File: src/rtl/uart_defs.sv
// Shared UART definitions: FSM encodings and line levels.
// The transmitter and the receiver both use these.
package uart_defs;

  typedef enum logic [2:0] {
    IDLE   = 3'd0,
    START  = 3'd1,
    DATA   = 3'd2,
    PARITY = 3'd3,
    STOP   = 3'd4
  } uart_state_e;

  localparam logic PAR_EVEN   = 1'b0;
  localparam logic PAR_ODD    = 1'b1;
  localparam logic IDLE_LEVEL = 1'b1;
  localparam logic START_BIT  = 1'b0;
  localparam logic STOP_BIT   = 1'b1;

endpackage

File: src/rtl/uart_parity_calc.sv
// Parity generator: XOR reduction of the payload.
// The result is inverted when odd parity is selected.
module uart_parity_calc
  import uart_defs::*;
#(
  parameter int DATA_WIDTH = 8
) (
  input  logic [DATA_WIDTH-1:0] data_i,
  input  logic                  typ_i,
  output logic                  par_o
);

  assign par_o = (^data_i) ^ (typ_i == PAR_ODD);

endmodule

File: src/rtl/uart_tx.sv
// UART transmitter: start bit, LSB-first payload, optional parity bit, one stop bit.
// One serial bit per Clk edge. TX_OUT and Busy come directly from flops.
module uart_tx
  import uart_defs::*;
#(
  parameter int DATA_WIDTH = 8
) (
  input  logic                  Clk,
  input  logic                  Rst,
  input  logic [DATA_WIDTH-1:0] P_Data,
  input  logic                  Data_Valid,
  input  logic                  Parity_En,
  input  logic                  Parity_Typ,
  output logic                  TX_OUT,
  output logic                  Busy
);

  localparam int CW = (DATA_WIDTH > 1) ? $clog2(DATA_WIDTH) : 1;
  localparam logic [CW-1:0] LAST = CW'(DATA_WIDTH - 1);

  uart_state_e           state_q;
  logic                  tx_q;
  logic                  busy_q;
  logic                  par_en_q;
  logic                  par_q;
  logic [DATA_WIDTH-1:0] shift_q;
  logic [CW-1:0]         cnt_q;
  logic                  accept;
  logic                  par_calc;

  // A frame starts from IDLE, or from the last stop edge so that frames run back to back.
  assign accept = Data_Valid && ((state_q == IDLE) || (state_q == STOP));

  // Parity is taken from the payload on the acceptance edge, when it is latched.
  uart_parity_calc #(.DATA_WIDTH(DATA_WIDTH)) u_par (
    .data_i (P_Data),
    .typ_i  (Parity_Typ),
    .par_o  (par_calc)
  );

  always_ff @(posedge Clk or negedge Rst) begin
    if (!Rst) begin
      state_q  <= IDLE;
      tx_q     <= IDLE_LEVEL;
      busy_q   <= 1'b0;
      par_en_q <= 1'b0;
      par_q    <= 1'b0;
      shift_q  <= '0;
      cnt_q    <= '0;
    end else if (accept) begin
      state_q  <= START;
      tx_q     <= START_BIT;
      busy_q   <= 1'b1;
      shift_q  <= P_Data;
      par_en_q <= Parity_En;
      par_q    <= par_calc;
      cnt_q    <= '0;
    end else begin
      case (state_q)
        IDLE: begin
          tx_q   <= IDLE_LEVEL;
          busy_q <= 1'b0;
        end
        START: begin
          tx_q    <= shift_q[0];
          shift_q <= shift_q >> 1;
          cnt_q   <= '0;
          state_q <= DATA;
        end
        DATA: begin
          if (cnt_q == LAST) begin
            if (par_en_q) begin
              tx_q    <= par_q;
              state_q <= PARITY;
            end else begin
              tx_q    <= STOP_BIT;
              state_q <= STOP;
            end
          end else begin
            tx_q    <= shift_q[0];
            shift_q <= shift_q >> 1;
            cnt_q   <= cnt_q + 1'b1;
          end
        end
        PARITY: begin
          tx_q    <= STOP_BIT;
          state_q <= STOP;
        end
        STOP: begin
          tx_q    <= IDLE_LEVEL;
          busy_q  <= 1'b0;
          state_q <= IDLE;
        end
        default: begin
          tx_q    <= IDLE_LEVEL;
          busy_q  <= 1'b0;
          state_q <= IDLE;
        end
      endcase
    end
  end

  assign TX_OUT = tx_q;
  assign Busy   = busy_q;

endmodule

File: config.mk
export PLATFORM = sky130hd
export DESIGN_NAME = uart_tx
export DESIGN_NICKNAME = d
export VERILOG_FILES = /design/src/rtl/uart_defs.sv /design/src/rtl/uart_parity_calc.sv /design/src/rtl/uart_tx.sv
export SDC_FILE = /design/constraint.sdc
export NUM_CORES = 1
export LEC_CHECK = 0
export ABC_CLOCK_PERIOD_IN_PS = 1300
export CAP_MARGIN = 30
export CORE_UTILIZATION = 49
export CTS_BUF_LIST = sky130_fd_sc_hd__clkbuf_8
export CTS_CLUSTER_DIAMETER = 150
export CTS_CLUSTER_SIZE = 25
export DETAILED_ROUTE_END_ITERATION = 16
export PLACE_DENSITY = 0.83
export SLEW_MARGIN = 10
export SYNTH_ARGS = -nofsm -noshare
export SYNTH_HDL_FRONTEND = slang
export SYNTH_SLANG_ARGS = --single-unit
File: constraint.sdc
create_clock -name Clk -period 1.3 [get_ports Clk]
set_input_delay 0.39 -clock Clk [delete_from_list [all_inputs] [get_ports Clk]]
set_output_delay 0.39 -clock Clk [all_outputs]
set_load 0.005 [all_outputs]
Word-level counts from Yosys, hierarchy flattened
Cells that the tools add are included.
{ "classes": {"addsub": 1, "n_eq_ne": 9, "n_mux": 16, "bitwise": 1, "reduce_logical": 8} }
{ "ops": {"columns": ["op", "n"], "rows": [
  ["$mux 8", 2],
  ["$pmux 8 s2", 1],
  ["$mux 3", 5],
  ["$pmux 3 s4", 1],
  ["$reduce_xor 8->1", 1],
  ["$eq 3x2->1 const B", 2],
  ["$eq 3x3->1 const B", 2],
  ["$ne 3x3->1 const B", 2],
  ["$pmux 3 s2", 1],
  ["$mux 1", 5],
  ["$reduce_and 2->1", 2],
  ["$add 3x1->3 const B", 1],
  ["$eq 3x1->1 const B", 1],
  ["$logic_not 3->1", 1],
  ["$reduce_bool 3->1", 1],
  ["$reduce_or 3->1", 1],
  ["$ne 2x1->1 const B", 1],
  ["$ne 2x2->1 const B", 1],
  ["$pmux 1 s2", 1],
  ["$logic_and 1x1->1", 1],
  ["$logic_or 1x1->1", 1],
  ["$xor 1x1->1", 1]
]} }
{ "word_totals": {"ff_bits": 18, "in_bits": 13, "out_inout_bits": 2, "word_cells": 42} }

Longest topological paths before layout
Gate-level depths: netlist (run 1).
{ "depth": {"word_depth": 5, "ltp_mapped": 7, "ltp_nobuf": 6} }

Hierarchy
Synthesis (run 1) repeated with hierarchy kept, for this count alone.
{ "unflattened": {"hier_cells": 78, "area_unflattened_um2": 949.7} }
{ "modules_own_cells": {"columns": ["mod", "n_inst", "cells_per_inst", "area_per_inst_um2", "seq_area_each_um2"], "rows": [
  ["uart_tx", 1, 71, 867.1, 451.7],
  ["uart_parity_calc", 1, 7, 82.6, 0.0]
]} }

Worst setup path after synthesis (run 1)
Ideal clock, no wire load.
{ "synth_timing": {"path_type": "register to register", "start": "reg cnt_q[0]", "end": "reg shift_q[0]", "t_arrival_ps": 1317, "path_slack_ps": -147, "path_stages_with_launch": 8, "path_buffers": 1, "cell_sequence": "dfrtp_1 > ha_1 > ha_1 > and2b_1 > o21ai_2 > buf_6 > nand2_1 > a31oi_1"} }
{ "synth_via": {"elab_chain_len": 3} }
{ "synth_rtl": {"columns": ["item", "line_no", "source"], "rows": [
  ["start: declaration", "uart_tx.sv:27", "logic [CW-1:0] cnt_q;"],
  ["start signal: assignment", "uart_tx.sv:82", "cnt_q <= cnt_q + 1'b1;"],
  ["$eq 3x3->1", "uart_tx.sv:71", "if (cnt_q == LAST) begin"],
  ["$ne 3x3->1 (no source line)", null, null],
  ["$reduce_and 2->1 (no source line)", null, null],
  ["end signal: assignment", "uart_tx.sv:54", "shift_q <= P_Data;"],
  ["end signal: assignment", "uart_tx.sv:66", "shift_q <= shift_q >> 1;"],
  ["end signal: assignment", "uart_tx.sv:81", "shift_q <= shift_q >> 1;"],
  ["end: declaration", "uart_tx.sv:26", "logic [DATA_WIDTH-1:0] shift_q;"]
]} }
Every way passes these cells.
A chain may end at the register's enable or synchronous reset.

Final worst setup path (run 1)
{ "layout_timing": {"start": "reg cnt_q[0]", "end": "reg cnt_q[0]"} }
{ "layout_via": {"elab_chain_len": 4, "elab_cells_between_ends": 7} }
{ "layout_rtl": {"columns": ["item", "line_no", "source"], "rows": [
  ["$add 3x1->3", "uart_tx.sv:82", null],
  ["$mux 3", "uart_tx.sv:71", null],
  ["$pmux 3 s2", "uart_tx.sv:59", "case (state_q)"],
  ["$mux 3", "uart_tx.sv:50", "end else if (accept) begin"]
]} }
Several ways; a longest one is shown, not always the timed one. The select of a mux whose other input is x is not followed.

==> results.md, run 1 <==
* I/O pins at 15
* DR WL/cell at roughly 12 um
* # hold bufs at CTS at 0
* CP Capture Type: flop
* Required @ worst endpoint at approximately 1400 ps
* CP startpoint kind: flop
* Wire length on met1 at approximately 850 um
* Layout Skew at 1.70 ps
* Synthesized area at about 920 um^2
* GPL Wtd Cong at between 0.8 and 0.9
* Yosys reg bits at 18
* Register area at ~450 um^2
* Multi-input logic area at 473 um^2
* Fillers at ~130
* Residual DRC at 0
* TritonCTS clock tree: done
* Final Power at ~2900 uW
* Via count at 800
* Min Hold Slack at 431 ps
* Number of diodes at 0
* DR pass1 iterations at 4
* Clock Latency Late Sink at roughly 250 ps
* Yosys cell types at 28
* MaxCap Viol Count at 0
* Die area at 0.00205 mm^2
* Gr usage total at roughly 22%
* Share of cells above drive strength 1 at between 30% and 40%
* WL met3 at around 86 um
* I/O Buffers at 14
* CTS buffer count at 3
* Setup CP Type: reg2reg
* Int Pwr at around 1900 uW
* Fin crit period at around 1600 ps
* Wire length on met2 at 928 um
* Crit path arrival time at around 1700 ps
* Worst setup path startpoint: cnt_q[0]
* Fmax achieved at 0.632 GHz
* Syn_area_per_cell at about 9.6 um^2
* Vias in the first global route at 726
* Placeable Area at between 0.0015 and 0.002 mm^2
* Reg2reg path depth at 7
* Fraction of the cycle the final worst path needs at 122%
* Fin. Hold Viols at 0
* WL final at approximately 1900 um
* Grt ovf at 0
* Comb power frac at approximately half
* First-pass GRT wire length at a little over 3000 um
* RSZ-0062 raised after global routing: true
* Max layer used: met4
* Mapped Cells at 96
* Seq/Total Area, Yosys at around 49%
* ANT nets after route at 0
* FF-to-FF End: cnt_q[0]
* DR iter-0 viols at 22
* Pins over their slew limit at 0
* Initial core utilization at between 50% and 60%
* Core Util, Final at between 70 and 80%
* Worst Hold Class: in2reg
* End of the critical path: cnt_q[0]
* Dpl hpwl at ~1300 um
* Yosys Warn Count at 0
* Max rail drop VDD at approximately 0.0012 V
* Slew @ Worst Pin at 285 ps
* Die Span Y at 45.3 um
* Sw power at between 1000 and 1500 uW
* Clock slew at reported path FFs at about 70 ps
* Crit-path max FO at 4
* Largest net degree at the start of global routing at 19
* Minimum setup slack among reg-to-reg paths at -280 ps
* Smallest setup slack after layout at -281 ps
* CTS H-Tree Depth at 1
* Final std cells w/o fill at between 150 and 200
* Clock Power Share at about 16%
* P per Cell Area at 2220 mW/mm^2
* Switching share of power at about 36%
* Layout area overhead at 43.4%
* Clock Path Buffers at 2
* Rows at 15
* Total negative slack at -2680 ps
* Initial antenna violation count at 0
* Final setup viols at 14
* Syn_nets at between 100 and 150
* DR vias/cell at approximately 5.2
* Root buffer cell: clkbuf_8
* CTS sink cnt at 18
* RR Startpoint: cnt_q[0]
* Die Width at roughly 45 um
* Worst slew margin at approximately four fifths
* Seq pwr share at 34.6%
* Lkg Pwr at approximately 0.00063 uW
* Status: finished with violations
* DP Cell Count at roughly 150
* Violated checks: negative setup slack
* Nets@finish at ~150
==> how the worst min path moves through the flow <==
stage	from	endpoint	slack [ps]	depth (start not counted)
after detailed placement	par_q	par_q	510	2
after global placement	par_q	par_q	480	2
after global routing	P_Data[2]	shift_q[2]	470	3
after floorplan	Rst	Busy	90	0
final	P_Data[5]	shift_q[5]	430	3
after CTS	Rst	par_en_q	490	2
==> flip-flops by register name (all words and copies together), names as in the netlist <==
signal / cells
shift_q: 8
cnt_q: 3
state_q: 3
Busy: 1
TX_OUT: 1
par_en_q: 1
par_q: 1
==> metal layers <==
layer	global-route usage, %	vias to the layer above
met5	0	-
met4	16.4	0
met3	4.80	6
met2	31.3	27
met1	29.7	379
li1	-	388
==> synthesized netlist by cell type <==
cell type  number  share of area, %
a31oi_1         7               4.8
nor3_1          3               1.6
o21a_2          1              0.96
mux2_2          1               1.2
or3_1           1              0.68
a22oi_1         2               1.6
nor2_4          1               1.2
nand2b_1        3               2.0
buf_2           1              0.55
o21ai_0         3               1.6
a21oi_1         3               1.6
nor2_1         12               4.9
nand3_1         1              0.55
xnor2_1         4               3.8
buf_4           1              0.82
xnor3_1         1               2.5
buf_6           2               2.5
dfstp_2         1               2.9
o21ai_2         1              0.96
ha_1            2               2.7
and2_1          1              0.68
dfrtp_1        17                46
nand2_1        20               8.2
inv_1           1              0.41
o21ai_1         2               1.1
xor2_1          2               1.9
and2b_1         1              0.82
nand4b_1        1              0.96
==> cell type report <==
class                           count  area share (%)
Timing Repair Buffer               33            22.8
Multi-Input combinational cell     73            36.0
Clock buffer                        4            4.19
Sequential cell                    18            34.3
Tap cell                           25            2.38
Inverter                            1           0.285
==> stage by stage <==
step           area [um^2]  setup slack (ps)
2_1_floorplan          932              -103
3_3_place_gp          1200              -520
3_5_place_dp          1200              -564
4_1_cts               1260              -240
5_1_grt               1320              -326
6_report              1320              -281
==> power by group through the flow <==
| stage | Clock, uW | Sequential (uW) | Combinational (uW) |
|---|---|---|---|
| after global placement | 0 | 1000 | 1250 |
| final | 453 | 1010 | 1460 |
| after detailed placement | 0 | 1010 | 1290 |
| after global routing | 492 | 1040 | 1630 |
| after floorplan | 0 | 969 | 874 |
| after CTS | 464 | 1010 | 1320 |
==> layout by cell type (no fill, tap or decap), types with 2 or more instances in the layout <==
cell type        count
nand2_1             20
dfrtp_1             17
buf_4               16
nor2_1              11
a31oi_1              7
clkbuf_8             4
clkdlybuf4s50_1      4
clkdlybuf4s15_1      4
a21oi_1              3
o21ai_2              3
nand2b_1             3
xnor2_1              3
nor3_1               2
o21ai_0              2
xor2_1               2
dlymetal6s2s_1       2
clkbuf_2             2
buf_12               2
==> logic make-up after synthesis <==
family	Yosys count	synth area share, %
fa+ha+maj	2	2.73
mux	1	1.23
buf+inv	5	4.23
flops	18	49.3
simple gates	44	21.7
xor+xnor	7	8.19
compound gates	19	12.7
==> what timing repair did <==
action | in CTS | in global routing
endpoints found under the setup margin | 16 | 15
gates resized for setup | 18 | 12
pin swaps | 7 | 10
setup buffers | 0 | 5
==> worst max-delay path, stage by stage (launching register included) <==
cell	delay [ps]
dfrtp_1	390
ha_2	200
ha_4	150
buf_4	130
buf_6	120
o21ai_2	150
o21ai_2	70
mux2_4	250
(Power assumes the default switching activity.)
==> inputs of run 2 (changes only) <==
RECOVER_POWER = 100   (was unset)
==> run 2 against run 1 <==
Net effect: count of clock-buffer cells in the layout stayed put; routed wire length is 0.31% lower; the flow still finishes with violations (negative setup slack); critical path type unchanged; sequential power hardly changed; utilization is 2.1 points lower; sequential share of layout area is 0.97 points higher.
==> results.md, run 2 (synthesis results as in run 1) <==
* Status: finished with violations
* CP Capture Type: flop
* Largest net degree at the start of global routing at 19 (unchanged)
* CTS buffer count at 3 (unchanged)
* Final setup viols at 14 (unchanged)
* Multi-input logic area at 473 um^2 (unchanged)
* Worst slew margin at 52.1% (-29 points)
* Seq pwr share at 35.1% (+0.5 points)
* Layout area overhead at 39.4%
* Fin crit period at 1580 ps (-0.101 ps)
* Pre-CTS setup slack at -564 ps (unchanged)
* Die Span Y at 45.3 um (unchanged)
* TritonCTS clock tree: done
* WL final at 1910 um (-0.31%)
* Fillers at 137 (+4.6%)
* Fin. Hold Viols at 0 (unchanged)
* FF-to-FF End: cnt_q[0]
* RR Startpoint: cnt_q[0]
* WHS Endpoint: shift_q[5]
* Die area at 0.00205 mm^2 (unchanged)
* Share of cells above drive strength 1 at 27.9% (-2.3 points)
* P per Cell Area at 2250 mW/mm^2 (+1.2%)
* Smallest setup slack after layout at -281 ps (+0.101 ps)
* Crit path arrival time at 1720 ps (about the same)
* Violated checks: negative setup slack
* Slew @ Worst Pin at 719 ps (+433 ps)
* Root buffer cell: clkbuf_8
* # hold bufs at CTS at 0 (unchanged)
* Die Width at 45.3 um (unchanged)
* Grt ovf at 0 (unchanged)
* CTS sink cnt at 18 (unchanged)
* Required @ worst endpoint at 1440 ps (about the same)
* Comb power frac at 49.2% (-0.7 points)
* Initial antenna violation count at 0 (unchanged)
* Residual DRC at 0 (unchanged)
* I/O pins at 15 (unchanged)
* Final Power at 2880 uW (-1.6%)
* Vias in the first global route at 726 (unchanged)
* MaxCap Viol Count at 0 (unchanged)
* Worst Hold Depth at 3 (unchanged)
* Rows at 15 (unchanged)
* Clock Latency Late Sink at 250 ps (about the same)
* Via count at 793 (-0.88%)
* Gr usage total at 22.2% (unchanged)
* Pins over their slew limit at 0 (unchanged)
* DR vias/cell at 5.15 (-0.87%)
* Nets@finish at 145 (unchanged)
* Fmax achieved at 0.632 GHz (about the same)
* Switching share of power at 36.2% (+0.30 points)
* Reg2reg path depth at 7 (unchanged)
* Crit-path max FO at 4 (unchanged)
* Worst Hold Launch: P_Data[5]
* Clock slew at reported path FFs at 70 ps (about the same)
* DR pass1 iterations at 4 (unchanged)
* Largest regs: shift_q x8, cnt_q x3, state_q x3
* Initial core utilization at 52.5% (unchanged)
* CP startpoint kind: flop
* Int Pwr at 1840 uW (-2.0%)
* DR WL/cell at 12.4 um (-0.31%)
* Clock Path Buffers at 2 (unchanged)
* Register area at 452 um^2 (unchanged)
* I/O Buffers at 14 (unchanged)
* Clock Power Share at 15.7% (+0.2 points)
* Commonest cells after routing, fill and taps aside: 20 x nand2_1, 17 x dfrtp_1, 15 x buf_4
* Minimum setup slack among reg-to-reg paths at -280 ps (about the same)
* Fraction of the cycle the final worst path needs at 122% (about the same)
* DR iter-0 viols at 16 (-27%)
* Dpl hpwl at 1310 um (unchanged)
* Leading cell type in the layout, fill and taps excluded: nand2_1
* Layout Skew at 2.28 ps (+0.580 ps)
* Placeable Area at 0.00175 mm^2 (unchanged)
* Largest register FFs at 8 (unchanged)
* GPL Wtd Cong at 0.855 (unchanged)
* RSZ-0062 raised after global routing: true
* Top reg by flops: shift_q
* Worst Hold Class: in2reg
* Sw power at 1040 uW (-0.73%)
* First-pass GRT wire length at 3120 um (unchanged)
* Setup CP Type: reg2reg
* ANT nets after route at 0 (unchanged)
* Total negative slack at -2680 ps (+0.680 ps)
* Core Util, Final at 73.3% (-2.1 points)
* CTS H-Tree Depth at 1 (unchanged)
* Max rail drop VDD at 0.00117 V (-0.14%)
* Number of diodes at 0 (unchanged)
* Lkg Pwr at 0.000604 uW (-3.6%)
==> run 2: changes by cell type in the layout (fill, tap and decap cells not counted), sizes merged <==
cell,previous run,this run
clkdlybuf4s50,4,3
buf,20,17
clkbuf,6,9
dlygate4sd3,0,1
==> run 2: stage by stage <==
step                      std cells  instance area, um^2  hold slack [ps]
after floorplan                  96                  932             94.4
after global placement          145                 1200              480
after detailed placement        145                 1200              510
after CTS                       149                 1260              489
after global routing            154                 1280              469
final                           154                 1280              437
==> run 2: layer usage <==
layer	vias to the layer above	global-route usage, %	wire length (um)
met2	22	31.3	930
met1	378	29.7	849
met5	-	0	0
met4	0	16.4	57
li1	387	-	-
met3	6	4.80	74
==> run 2: worst max-delay path by stage <==
stage | from | endpoint | slack [ps] | depth (start not counted)
3_3_place_gp | P_Data[2] | par_q | -520 | 5
4_1_cts | cnt_q[0] | shift_q[3] | -240 | 7
3_5_place_dp | P_Data[5] | par_q | -560 | 5
5_1_grt | cnt_q[1] | shift_q[5] | -330 | 7
6_report | cnt_q[0] | cnt_q[0] | -280 | 7
2_1_floorplan | cnt_q[0] | shift_q[0] | -100 | 7
==> run 2: final cells by class <==
class | count | area share [%]
Clock buffer | 4 | 4.31
Inverter | 1 | 0.294
Multi-Input combinational cell | 73 | 37.0
Timing Repair Buffer | 33 | 20.6
Tap cell | 25 | 2.45
Sequential cell | 18 | 35.3
==> run 2: timing repair <==
item | in CTS | in global routing
gates resized for setup | 18 | 12
pin swaps | 7 | 10
endpoints found under the setup margin | 16 | 15
setup buffers | 0 | 5
==> run 2: critical path, cell delays in order, from the launching register on <==
cell and delay [ps]:
dfrtp_1 390, ha_2 200, ha_4 150, buf_4 130
buf_6 120, o21ai_2 150, o21ai_2 70, mux2_4 250
==> run 2: power groups by stage <==
stage	sequential, uW	combinational (uW)	clock, uW
3_5_place_dp	1010	1290	0
5_1_grt	1040	1580	492
2_1_floorplan	969	874	0
6_report	1010	1410	452
3_3_place_gp	1000	1250	0
4_1_cts	1010	1320	464
